$ cat config.mk
export PLATFORM = sky130hd
export DESIGN_NAME = seq_detect_param
export DESIGN_NICKNAME = d
export VERILOG_FILES = /design/src/rtl/seq_detect_pkg.sv /design/src/rtl/btn_edge_sync.sv /design/src/rtl/seq_detect_param.sv
export SDC_FILE = /design/constraint.sdc
export NUM_CORES = 1
export LEC_CHECK = 0
export CORE_UTILIZATION = 59
export DETAILED_ROUTE_END_ITERATION = 16
export PLACE_DENSITY = 0.83
export SYNTH_ARGS = -nofsm -noshare
export SYNTH_HDL_FRONTEND = slang
export SYNTH_SLANG_ARGS = --single-unit
$ cat constraint.sdc
create_clock -name clk -period 3.9 [get_ports clk]
set_input_delay 0.585 -clock clk [delete_from_list [all_inputs] [get_ports clk]]
set_output_delay 0.585 -clock clk [all_outputs]
set_load 0.02 [all_outputs]
$ cat src/rtl/seq_detect_pkg.sv
// Shared constants for the serial-pattern detector: display slot map and digit width.
package seq_detect_pkg;
  localparam int NUM_SLOTS = 5;
  localparam int DIGIT_W   = 4;
  localparam logic [2:0] SLOT_CNT_LO  = 3'd0;
  localparam logic [2:0] SLOT_CNT_HI  = 3'd1;
  localparam logic [2:0] SLOT_PROG    = 3'd2;
  localparam logic [2:0] SLOT_HIST_LO = 3'd3;
  localparam logic [2:0] SLOT_HIST_HI = 3'd4;
endpackage

$ cat src/rtl/btn_edge_sync.sv
// Two-flop button synchroniser with rising-edge detect; one step per press.
module btn_edge_sync (
  input  logic clk,
  input  logic rst,
  input  logic button,
  output logic step
);
  logic b1;
  logic b2;

  always_ff @(posedge clk) begin
    if (rst) begin
      b1 <= 1'b0;
      b2 <= 1'b0;
    end else begin
      b1 <= button;
      b2 <= b1;
    end
  end

  assign step = b1 & ~b2;
endmodule

$ cat src/rtl/seq_detect_param.sv
// Serial-pattern detector: button-stepped sampling of din, match counting and a
// time-multiplexed hex display of count, match progress and history.
module seq_detect_param
  import seq_detect_pkg::*;
#(
  parameter int               PAT_W    = 4,
  parameter logic [PAT_W-1:0] PATTERN  = 4'b1100,
  parameter int               CNT_W    = 8,
  parameter int               SCAN_DIV = 50000
) (
  input  logic               clk,
  input  logic               rst,
  input  logic               din,
  input  logic               button,
  input  logic               mode_overlap,
  input  logic               clear,
  output logic               hit,
  output logic [CNT_W-1:0]   count,
  output logic [PAT_W-1:0]   history,
  output logic [2:0]         AN,
  output logic [DIGIT_W-1:0] D
);
  localparam int VAL_W = 4;
  localparam int DIV_W = (SCAN_DIV > 1) ? $clog2(SCAN_DIV) : 1;

  logic             step;
  logic [VAL_W-1:0] valid;
  logic             last_match;
  logic [PAT_W-1:0] hist_nx;
  logic [VAL_W-1:0] valid_nx;
  logic             m;
  logic [3:0]       progress;
  logic [DIV_W-1:0] div_cnt;
  logic [2:0]       slot;
  logic [7:0]       cnt8;
  logic [7:0]       hist8;
  logic [DIGIT_W-1:0] digit;

  btn_edge_sync u_edge (
    .clk    (clk),
    .rst    (rst),
    .button (button),
    .step   (step)
  );

  assign hist_nx  = {history[PAT_W-2:0], din};
  assign valid_nx = (valid == VAL_W'(PAT_W)) ? valid : valid + 1'b1;
  assign m        = (hist_nx == PATTERN) && (valid_nx == VAL_W'(PAT_W));

  always_ff @(posedge clk) begin
    if (rst) begin
      history    <= '0;
      valid      <= '0;
      count      <= '0;
      hit        <= 1'b0;
      last_match <= 1'b0;
    end else begin
      hit <= 1'b0;
      if (clear) begin
        history    <= '0;
        valid      <= '0;
        count      <= '0;
        last_match <= 1'b0;
      end else if (step) begin
        history    <= hist_nx;
        last_match <= m;
        hit        <= m;
        // Non-overlapping mode forgets the consumed bits by restarting the fill.
        valid      <= (m && !mode_overlap) ? '0 : valid_nx;
        if (m && (count != {CNT_W{1'b1}}))
          count <= count + 1'b1;
      end
    end
  end

  // Longest pattern prefix present at the newest end of the history.
  always_comb begin
    logic             ok;
    logic [PAT_W-1:0] pat_sh;
    progress = 4'd0;
    ok       = 1'b0;
    pat_sh   = '0;
    for (int k = 1; k < PAT_W; k++) begin
      if (k <= int'(valid)) begin
        pat_sh = PATTERN >> (PAT_W - k);
        ok     = 1'b1;
        for (int i = 0; i < PAT_W; i++) begin
          if (i < k && history[i] != pat_sh[i])
            ok = 1'b0;
        end
        if (ok)
          progress = 4'(k);
      end
    end
    if (last_match)
      progress = 4'(PAT_W);
  end

  assign cnt8  = 8'(count);
  assign hist8 = 8'(history);

  always_comb begin
    digit = '0;
    case (slot)
      SLOT_CNT_LO:  digit = cnt8[3:0];
      SLOT_CNT_HI:  digit = cnt8[7:4];
      SLOT_PROG:    digit = progress;
      SLOT_HIST_LO: digit = hist8[3:0];
      SLOT_HIST_HI: digit = hist8[7:4];
      default:      digit = '0;
    endcase
  end

  always_ff @(posedge clk) begin
    if (rst) begin
      div_cnt <= '0;
      slot    <= '0;
      AN      <= '0;
      D       <= '0;
    end else begin
      AN <= slot;
      D  <= digit;
      if (div_cnt == DIV_W'(SCAN_DIV - 1)) begin
        div_cnt <= '0;
        slot    <= (slot == 3'(NUM_SLOTS - 1)) ? 3'd0 : slot + 3'd1;
      end else begin
        div_cnt <= div_cnt + 1'b1;
      end
    end
  end
endmodule

# After elaboration in Yosys (flattened, before gate mapping)

Index checks and enable logic that the tools add are counted.

Reduce and logical (&&, ||, !) cells: 9
Equality and inequality tests: 9
Add/subtract/negate cells: 4
Muxes and demuxes: 19
Magnitude comparators: 3
Bitwise operators: 3

Operator list:

| operator                                                                         | number |
|---|---|
| 4-bit two-way mux                                                                | 7 |
| 16-bit by 1-bit adder with 16-bit output (second input constant)                 | 1 |
| 16-bit == test (second input constant)                                           | 1 |
| 4-bit one-hot mux with 4 select lines                                            | 1 |
| 1-bit two-way mux                                                                | 10 |
| 8-bit by 1-bit adder with 8-bit output (second input constant)                   | 1 |
| 4-bit by 3-bit == test with 1-bit output (second input constant)                 | 2 |
| 2-bit by 4-bit less-or-equal comparator with 1-bit output (first input constant) | 2 |
| 8-bit != test (second input constant)                                            | 1 |
| 3-bit by 2-bit == test with 1-bit output (second input constant)                 | 2 |
| 4-bit by 1-bit adder with 4-bit output (second input constant)                   | 1 |
| 4-bit == test (second input constant)                                            | 1 |
| 1-bit by 4-bit less-or-equal comparator with 1-bit output (first input constant) | 1 |
| 2-bit OR reduction                                                               | 2 |
| 3-bit by 1-bit adder with 3-bit output (second input constant)                   | 1 |
| 3-bit by 1-bit == test with 1-bit output (second input constant)                 | 1 |
| 3-bit == test (second input constant)                                            | 1 |
| 1-bit logical AND                                                                | 3 |
| 3-bit zero test                                                                  | 1 |
| 3-bit two-way mux                                                                | 1 |
| 3-bit OR reduction                                                               | 1 |
| 1-bit NOT                                                                        | 2 |
| 2-bit AND reduction                                                              | 1 |
| 1-bit AND                                                                        | 1 |
| 1-bit zero test                                                                  | 1 |

Output and inout bits: 20
Register bits after elaboration: 46
Word-level logic and storage cells: 58
Input bits: 6

# Depth between registers and ports, before layout

Depth in word-level cells: 10
Gate-level depth with buffers: 8
Depth with buffers taken out: 7

# Hierarchy

From an unflattened synthesis, not the netlist that was laid out.

Cells, all modules: 246
Area total of the unflattened synthesis: 2153.3 µm²

Modules (own cells, without submodules):

| module           | instances | area an instance (µm²) | cells each | sequential area each (µm²) |
|---|---|---|---|---|
| seq_detect_param | 1         | 2092.0                 | 241        | 880.8 |
| btn_edge_sync    | 1         | 61.3                   | 5          | 40.0 |

# Worst setup path before layout

OpenSTA, ideal clock, no wires.

Kind: flip-flop to flip-flop
From: register valid[0]
To: register count[7]
Required time: 3.784 ns
Setup slack: 2.084 ns
Stages on the path, launching flop included: 8
Path buffers: 1
Arrival time: 1.700 ns
Clock period less this slack: 1.816 ns
Setup time: 0.116 ns
Cells stage by stage: dfxtp_1 inv_1 ha_1 nand4bb_1 a211oi_2 buf_6 a31oi_1 a41o_1

Longest elaborated chain between the ends: 6
Elaborated cells on any way between the ends: 7
Classes of those cells: add/sub (1); eq/ne (2); mux (1); reduce/logical (3)

RTL lines:

| element                                                                                            | RTL line               | RTL |
|---|---|---|
| start: declaration                                                                                 | seq_detect_param.sv:27 | `logic [VAL_W-1:0] valid;` |
| start signal: assignment                                                                           | seq_detect_param.sv:69 | `valid <= (m && !mode_overlap) ? '0 : valid_nx;` |
| 4-bit by 1-bit adder with 4-bit output or 4-bit by 3-bit == test with 1-bit output (tied branches) | seq_detect_param.sv:47 | `assign valid_nx = (valid == VAL_W'(PAT_W)) ? valid : valid + 1'b1;` |
| 4-bit two-way mux (*)                                                                              | seq_detect_param.sv:47 |  |
| 4-bit by 3-bit == test with 1-bit output (*)                                                       | seq_detect_param.sv:48 | `assign m = (hist_nx == PATTERN) && (valid_nx == VAL_W'(PAT_W));` |
| 1-bit logical AND (*)                                                                              | seq_detect_param.sv:48 |  |
| 1-bit logical AND (*)                                                                              | seq_detect_param.sv:70 | `if (m && (count != {CNT_W{1'b1}}))` |
| 2-bit AND reduction (no source line) (*)                                                           | --                     |  |
| end signal: assignment                                                                             | seq_detect_param.sv:71 | `count <= count + 1'b1;` |
| end: declaration                                                                                   | seq_detect_param.sv:18 | `output logic [CNT_W-1:0] count,` |

Every way passes the cells marked *; elsewhere a longest branch is shown, timed or not.
A chain may end at the register's enable or synchronous reset.

# Final worst setup path

From: register valid[0]
To: register count[4]

The elaborated chain is that of the path after synthesis.

==> reports/metrics.yaml <==
status: "finished, final reports clean"
layout_common_cells: "46 x dfxtp_1, 37 x nor2_1, 31 x nand2_1"
num_antenna_cells: 0
worstPathArrival_ns: 2.75
syn-num-nets: 282
synth_top_cell_area_share_pct: 41.2
endpoint_kind: "flip-flop"
finalCritPeriodShare_pct: 65.4
wl_per_cell_um: 13.0
synth_cell_types: 47
routed_wl_um: 4360
syn_area_mm2: 0.00224
rsz0062_at_grt: "no"
grt_remaining_overflow: 0
async_flop_share_pct: 0
cts.sinks: 46
cts.clk_slew.worst_paths_ns: 0.08
fin_skew_ns: 0.00497
vias_per_cell: 5.82
start_util_pct: 61.1
gp_congestion: 0.867
yosys_warnings: 0
hold_end: "div_cnt[0]"
syn_area_per_cell_um2: 8.41
post_cts_resized: 0
dr.pass1.iters: 4
die_w_um: 63.6
fmax_ghz: 0.392
die_y_um: 63.6
grt_pass1_wl_um: 7820
insertion_delay_ns: 0.29
num_vias: 1950
syn_to_final_growth_pct: 15.8
nets: 302
yosysSeqAreaShare_pct: 41.2
dr.first_iter.drc_count: 169
hp-start: "div_cnt[0]"
grt_max_degree: 17
cts_setup_buffers: 0
grt_pass1_vias: 1824
io_pins: 26
r2r_cells: 7
ir_worst_vdd_mv: 0.258
final_common_cell: "dfxtp_1"
r2r-start: "valid[0]"
coreArea_mm2: 0.00366
drtAntennaViolNets: 0
maxSlewViolCount: 0
max_cap_viol_count: 0
cp_max_fo: 12
cp_data_required_time_ns: 4.10
std_cell_rows: 22
finalSetupTns_ns: 0
drc_errors: 0
hold-path-cell-count: 1
synth_flop_cell: "dfxtp_1"
worst_slew_pin_slew_ns: 0.901
cts.path.max_buffers: 2
design_area_mm2: 0.00259
cts_max_level: 2
dp_hpwl_um: 3120
p_leak_nw: 0.929
cts-buffers-inserted: 5
cp-start-kind: "flip-flop"
power_density_mw_per_mm2: 330
synth_edf_count: 0
critPathKind: "reg2reg"
setup_viol: 0
synth.largest_area_cell: "dfxtp_1"
cts_root_buf: "clkbuf_8"
slew_headroom_pct: 39.6
yosys_register_bits: 46
report.final.hold_viol_count: 0
cts_tree: "built"
placed_area_mm2: 0.00248
postCtsHoldBufs: 0
synth_area_leaders: "dfxtp_1 41%, nor2_1 6.2%, ha_1 5.6%"
grt_antenna_before_repair: 0
period_needed_ns: 2.55
syn_inst: 266
port_buffers: 25
ff2ff_setup_slack_ns: 1.35
hp-class: "reg2reg"
worstReg2RegEnd: "count[4]"
grtUsageTotal_pct: 24.3
drive_gt1_share_pct: 5.23
die_area_mm2: 0.00404
-- synth_stat cells (all sizes together) (3+ instances only) --
| cell | number |
|---|---|
| nor2b | 4 |
| xor2 | 5 |
| nand2 | 31 |
| a21oi | 20 |
| ha | 10 |
| xnor2 | 10 |
| inv | 9 |
| and3 | 6 |
| o21ai | 7 |
| buf | 6 |
| nand3 | 13 |
| nor3 | 5 |
| dfxtp | 46 |
| nor2 | 38 |
| mux2i | 4 |
| nor3b | 3 |
| a31oi | 5 |
| nand4 | 9 |
| or3 | 3 |
| clkbuf | 6 |
-- flip-flops by register name, indices dropped and copies added (netlist names) --
register and flops:
AN 3, D 4, count 8, div_cnt 16, history 4, hit 1
last_match 1, slot 3, u_edge.b1 1, u_edge.b2 1, valid 4
-- per-layer routing --
layer,wire length (um),global-route usage (%)
met5,0,0
met4,71,10.2
met3,164,5.07
met2,2180,42.4
met1,1950,28.3
-- critical path: stages (launching register included) --
cell and delay, ns:
dfxtp_1 0.46, inv_1 0.12, ha_1 0.27, o21ai_0 0.18
nand3_1 0.12, a211oi_2 0.74, nand2_1 0.24, o41ai_2 0.33
-- kinds of logic after synthesis --
| group | count (synthesis) | share of synthesized area (%) |
|---|---|---|
| buffers and inverters | 21 | 4.53 |
| DFF | 46 | 41.2 |
| xor gates and xnor gates | 15 | 5.88 |
| AOI/OAI and AO/OA | 48 | 14.1 |
| adders and majority gates | 10 | 5.60 |
| muxes | 4 | 1.79 |
| and+or+nand+nor | 122 | 26.9 |
-- final cells by class --
class,count,area (um^2)
Fill cell,295,1070
Multi-Input combinational cell,199,1210
Clock buffer,6,72.6
Clock inverter,2,37.5
Timing Repair Buffer,25,250
Sequential cell,46,921
Inverter,9,33.8
Tap cell,48,60.1
-- worst max path at each step --
stage	from	endpoint	slack (ns)	cells past startpoint
4_1_cts	valid[0]	count[4]	1.38	7
6_report	valid[0]	count[4]	1.35	7
5_1_grt	valid[0]	count[4]	1.14	7
2_1_floorplan	valid[0]	count[7]	2.08	7
3_3_place_gp	din	count[4]	1.42	5
3_5_place_dp	din	count[4]	1.35	5
-- stage by stage --
stage / hold slack [ns] / util [%] / instances / setup slack, ns / total power, mW
after floorplan: 0.429 / - / 266 / 2.08 / 0.511
after global placement: 0.441 / 67.7 / 327 / 1.42 / 0.519
after detailed placement: 0.453 / 67.7 / 327 / 1.35 / 0.520
after CTS: 0.472 / 70.7 / 335 / 1.38 / 0.859
after global routing: 0.509 / 70.7 / 335 / 1.14 / 0.885
final: 0.469 / 70.7 / 335 / 1.35 / 0.853
-- where the power goes --
group	switching (mW)	total [mW]	leakage (nW)	internal [mW]
logic	0.0188	0.0313	0.506	0.0125
registers	0.00443	0.478	0.372	0.473
clock network	0.153	0.344	0.0514	0.191
total	0.176	0.853	0.929	0.677
Power figures use the tool's default switching activity.
==> edit (same settings) <==
Register the output `D` once more, cleared by the reset; this adds one clock of latency there. The other outputs are not delayed to match.
--- a/src/rtl/seq_detect_param.sv
+++ b/src/rtl/seq_detect_param.sv
@@ -22,6 +22,8 @@
 );
   localparam int VAL_W = 4;
   localparam int DIV_W = (SCAN_DIV > 1) ? $clog2(SCAN_DIV) : 1;
+
+  logic [DIGIT_W-1:0] D_s0;
 
   logic             step;
   logic [VAL_W-1:0] valid;
@@ -116,10 +118,10 @@
       div_cnt <= '0;
       slot    <= '0;
       AN      <= '0;
-      D       <= '0;
+      D_s0    <= '0;
     end else begin
       AN <= slot;
-      D  <= digit;
+      D_s0 <= digit;
       if (div_cnt == DIV_W'(SCAN_DIV - 1)) begin
         div_cnt <= '0;
         slot    <= (slot == 3'(NUM_SLOTS - 1)) ? 3'd0 : slot + 3'd1;
@@ -128,5 +130,13 @@
       end
     end
   end
+  always_ff @(posedge clk) begin
+    if (rst) begin
+      D <= '0;
+    end else begin
+      D <= D_s0;
+    end
+  end
+
 endmodule
 
Function: changed (a bounded check fails within 10 cycles, from zero or initial values and one cycle with rst high).
==> edit against the original RTL <==
Die area grew 1.1%; final area grew 1.3%; clock power shrank 5.8%; final cell count is the same; total power grew 2.2%; routed wire length shrank 1.3%; sequential cell count grew 4; largest cell class unchanged; worst setup slack gained 140 ps; clock skew grew 3.3 ps; sequential share of layout area grew 2.6 points; area after synthesis grew 1.2%; first-iteration DRC count shrank 10%; maximum frequency grew 5.7%.
==> edit: results (changes against the original RTL) <==
The aggregate global-route resource usage was 23.6% (was 24.3%). The wire length of the first global-routing pass came out at 7.47 mm (was 7.82 mm). The flow ran to the end, and the final reports show no timing, DRC or antenna violations. The multiplexer fraction of the synthesized cell area is 2.21% (was 1.79%).

The global-route met2 utilization is 33.4% (was 42.4%). Final worst clock skew: 8.26 ps (was 4.97 ps). Maximum vdd ir drop: 0.000200 V (was 0.000258 V).

The static leakage is 0.879 nW (was 0.929 nW), and the weighted congestion at the end of routability-driven global placement is 0.907 (was 0.867). The pin count of the biggest net entering global routing is 22 (was 17), and the compound-cell area share of the yosys netlist is 11.9% (was 14.1%). The stage delay of the slowest cell on the critical path is 580 ps (was 740 ps). For the distinct cell type count after synthesis, the log shows 40 (was 47).

The met3 usage is 5.00% (was 5.07%), and the register-to-register setup slack is 1490 ps (was 1350 ps). The xor/xnor share of the synthesized area was 5.81% (was 5.88%). Relative slew slack: 55.3% (was 39.6%).

The TritonCTS buffer count was 5 (unchanged). The number of design-rule violations left by the first detailed-router iteration is 152 (was 169). Top cells by instance count after synthesis: sky130_fd_sc_hd__dfxtp_1 (50), sky130_fd_sc_hd__nor2_1 (35), sky130_fd_sc_hd__nand2_1 (30) (was sky130_fd_sc_hd__dfxtp_1 (46), sky130_fd_sc_hd__nor2_1 (37), sky130_fd_sc_hd__nand2_1 (31)).

The share of layout cells above drive strength 1 came out at 3.83% (was 5.23%). The filler cell count in the final layout is 300 (was 295), and the arithmetic-cell share of the synthesized area counting full adders, half adders and majority gates is 5.53% (was 5.60%). The library cell contributing the largest single delay on the critical path was sky130_fd_sc_hd__a2111o_1 (was sky130_fd_sc_hd__a211oi_2). The wire length per cell came out at 12.8 µm (was 13.0 µm). The endpoint with the worst hold slack was D[1] (was div_cnt[0]). The startpoint of the lowest-slack hold path is D_s0[1] (was div_cnt[0]). The run gives 32.8% (was 28.3%) as the global-route met1 utilization. Via count of the first global-routing pass: 1,668 (was 1,824). The worst-skew pair later-pin latency came out at 310 ps (was 290 ps). The logs give 3.07 mm (was 3.12 mm) for the detailed-placement wirelength estimate and 2660 ps (was 2750 ps) for the arrival time reported for the critical path endpoint. The CTS clock-pin slew for the worst setup and hold paths is 100 ps (was 80 ps), and the number of nets produced by synthesis is 280 (was 282).
## edit: changes by cell type in the layout (fill, tap and decap cells not counted), moves of 3 or more
cell,change
sky130_fd_sc_hd__dfxtp_1,+4
sky130_fd_sc_hd__o31ai_1,+3
sky130_fd_sc_hd__or3_1,+4
sky130_fd_sc_hd__nor3_1,+3
sky130_fd_sc_hd__nor2b_1,+5
sky130_fd_sc_hd__nand4_1,-5
sky130_fd_sc_hd__a31oi_1,-4
## edit: layer usage
metal  wire length, µm  vias up
met1              2110      860
met2              1900       47
met4                67        0
li1                  -      966
met3               221        6
met5                 0        -
## edit: report_power, final
group	total, W	switching (W)	leakage [nW]	internal, W
logic	0.0000300	0.0000179	0.425	0.0000122
clock network	0.000324	0.000190	0.0506	0.000134
registers	0.000518	0.00000357	0.404	0.000514
total	0.000872	0.000212	0.879	0.000661
## edit: worst max path at each step
stage	end	slack (ps)	depth (start not counted)
3_3_place_gp	count[6]	1600	7
3_5_place_dp	count[2]	1520	7
6_report	count[2]	1490	7
2_1_floorplan	count[6]	1700	8
5_1_grt	count[0]	1300	7
4_1_cts	count[2]	1500	7
## edit: through the flow
step / hold slack [ps] / setup slack, ps / instance area (µm²) / util [%]
after global placement: 423 / 1600 / 2520 / 68.9
after CTS: 445 / 1500 / 2620 / 71.6
final: 444 / 1490 / 2620 / 71.6
after floorplan: 414 / 1700 / 2260 / -
after detailed placement: 421 / 1520 / 2520 / 68.9
after global routing: 471 / 1300 / 2620 / 71.6
## edit: layout make-up
class / count / area share [%]
timing repair buffer: 25 / 9.55
clock inverter: 3 / 1.10
clock buffer: 5 / 2.63
tap: 48 / 2.29
inverter: 8 / 1.15
multi-input combinational: 196 / 45.1
sequential: 50 / 38.2
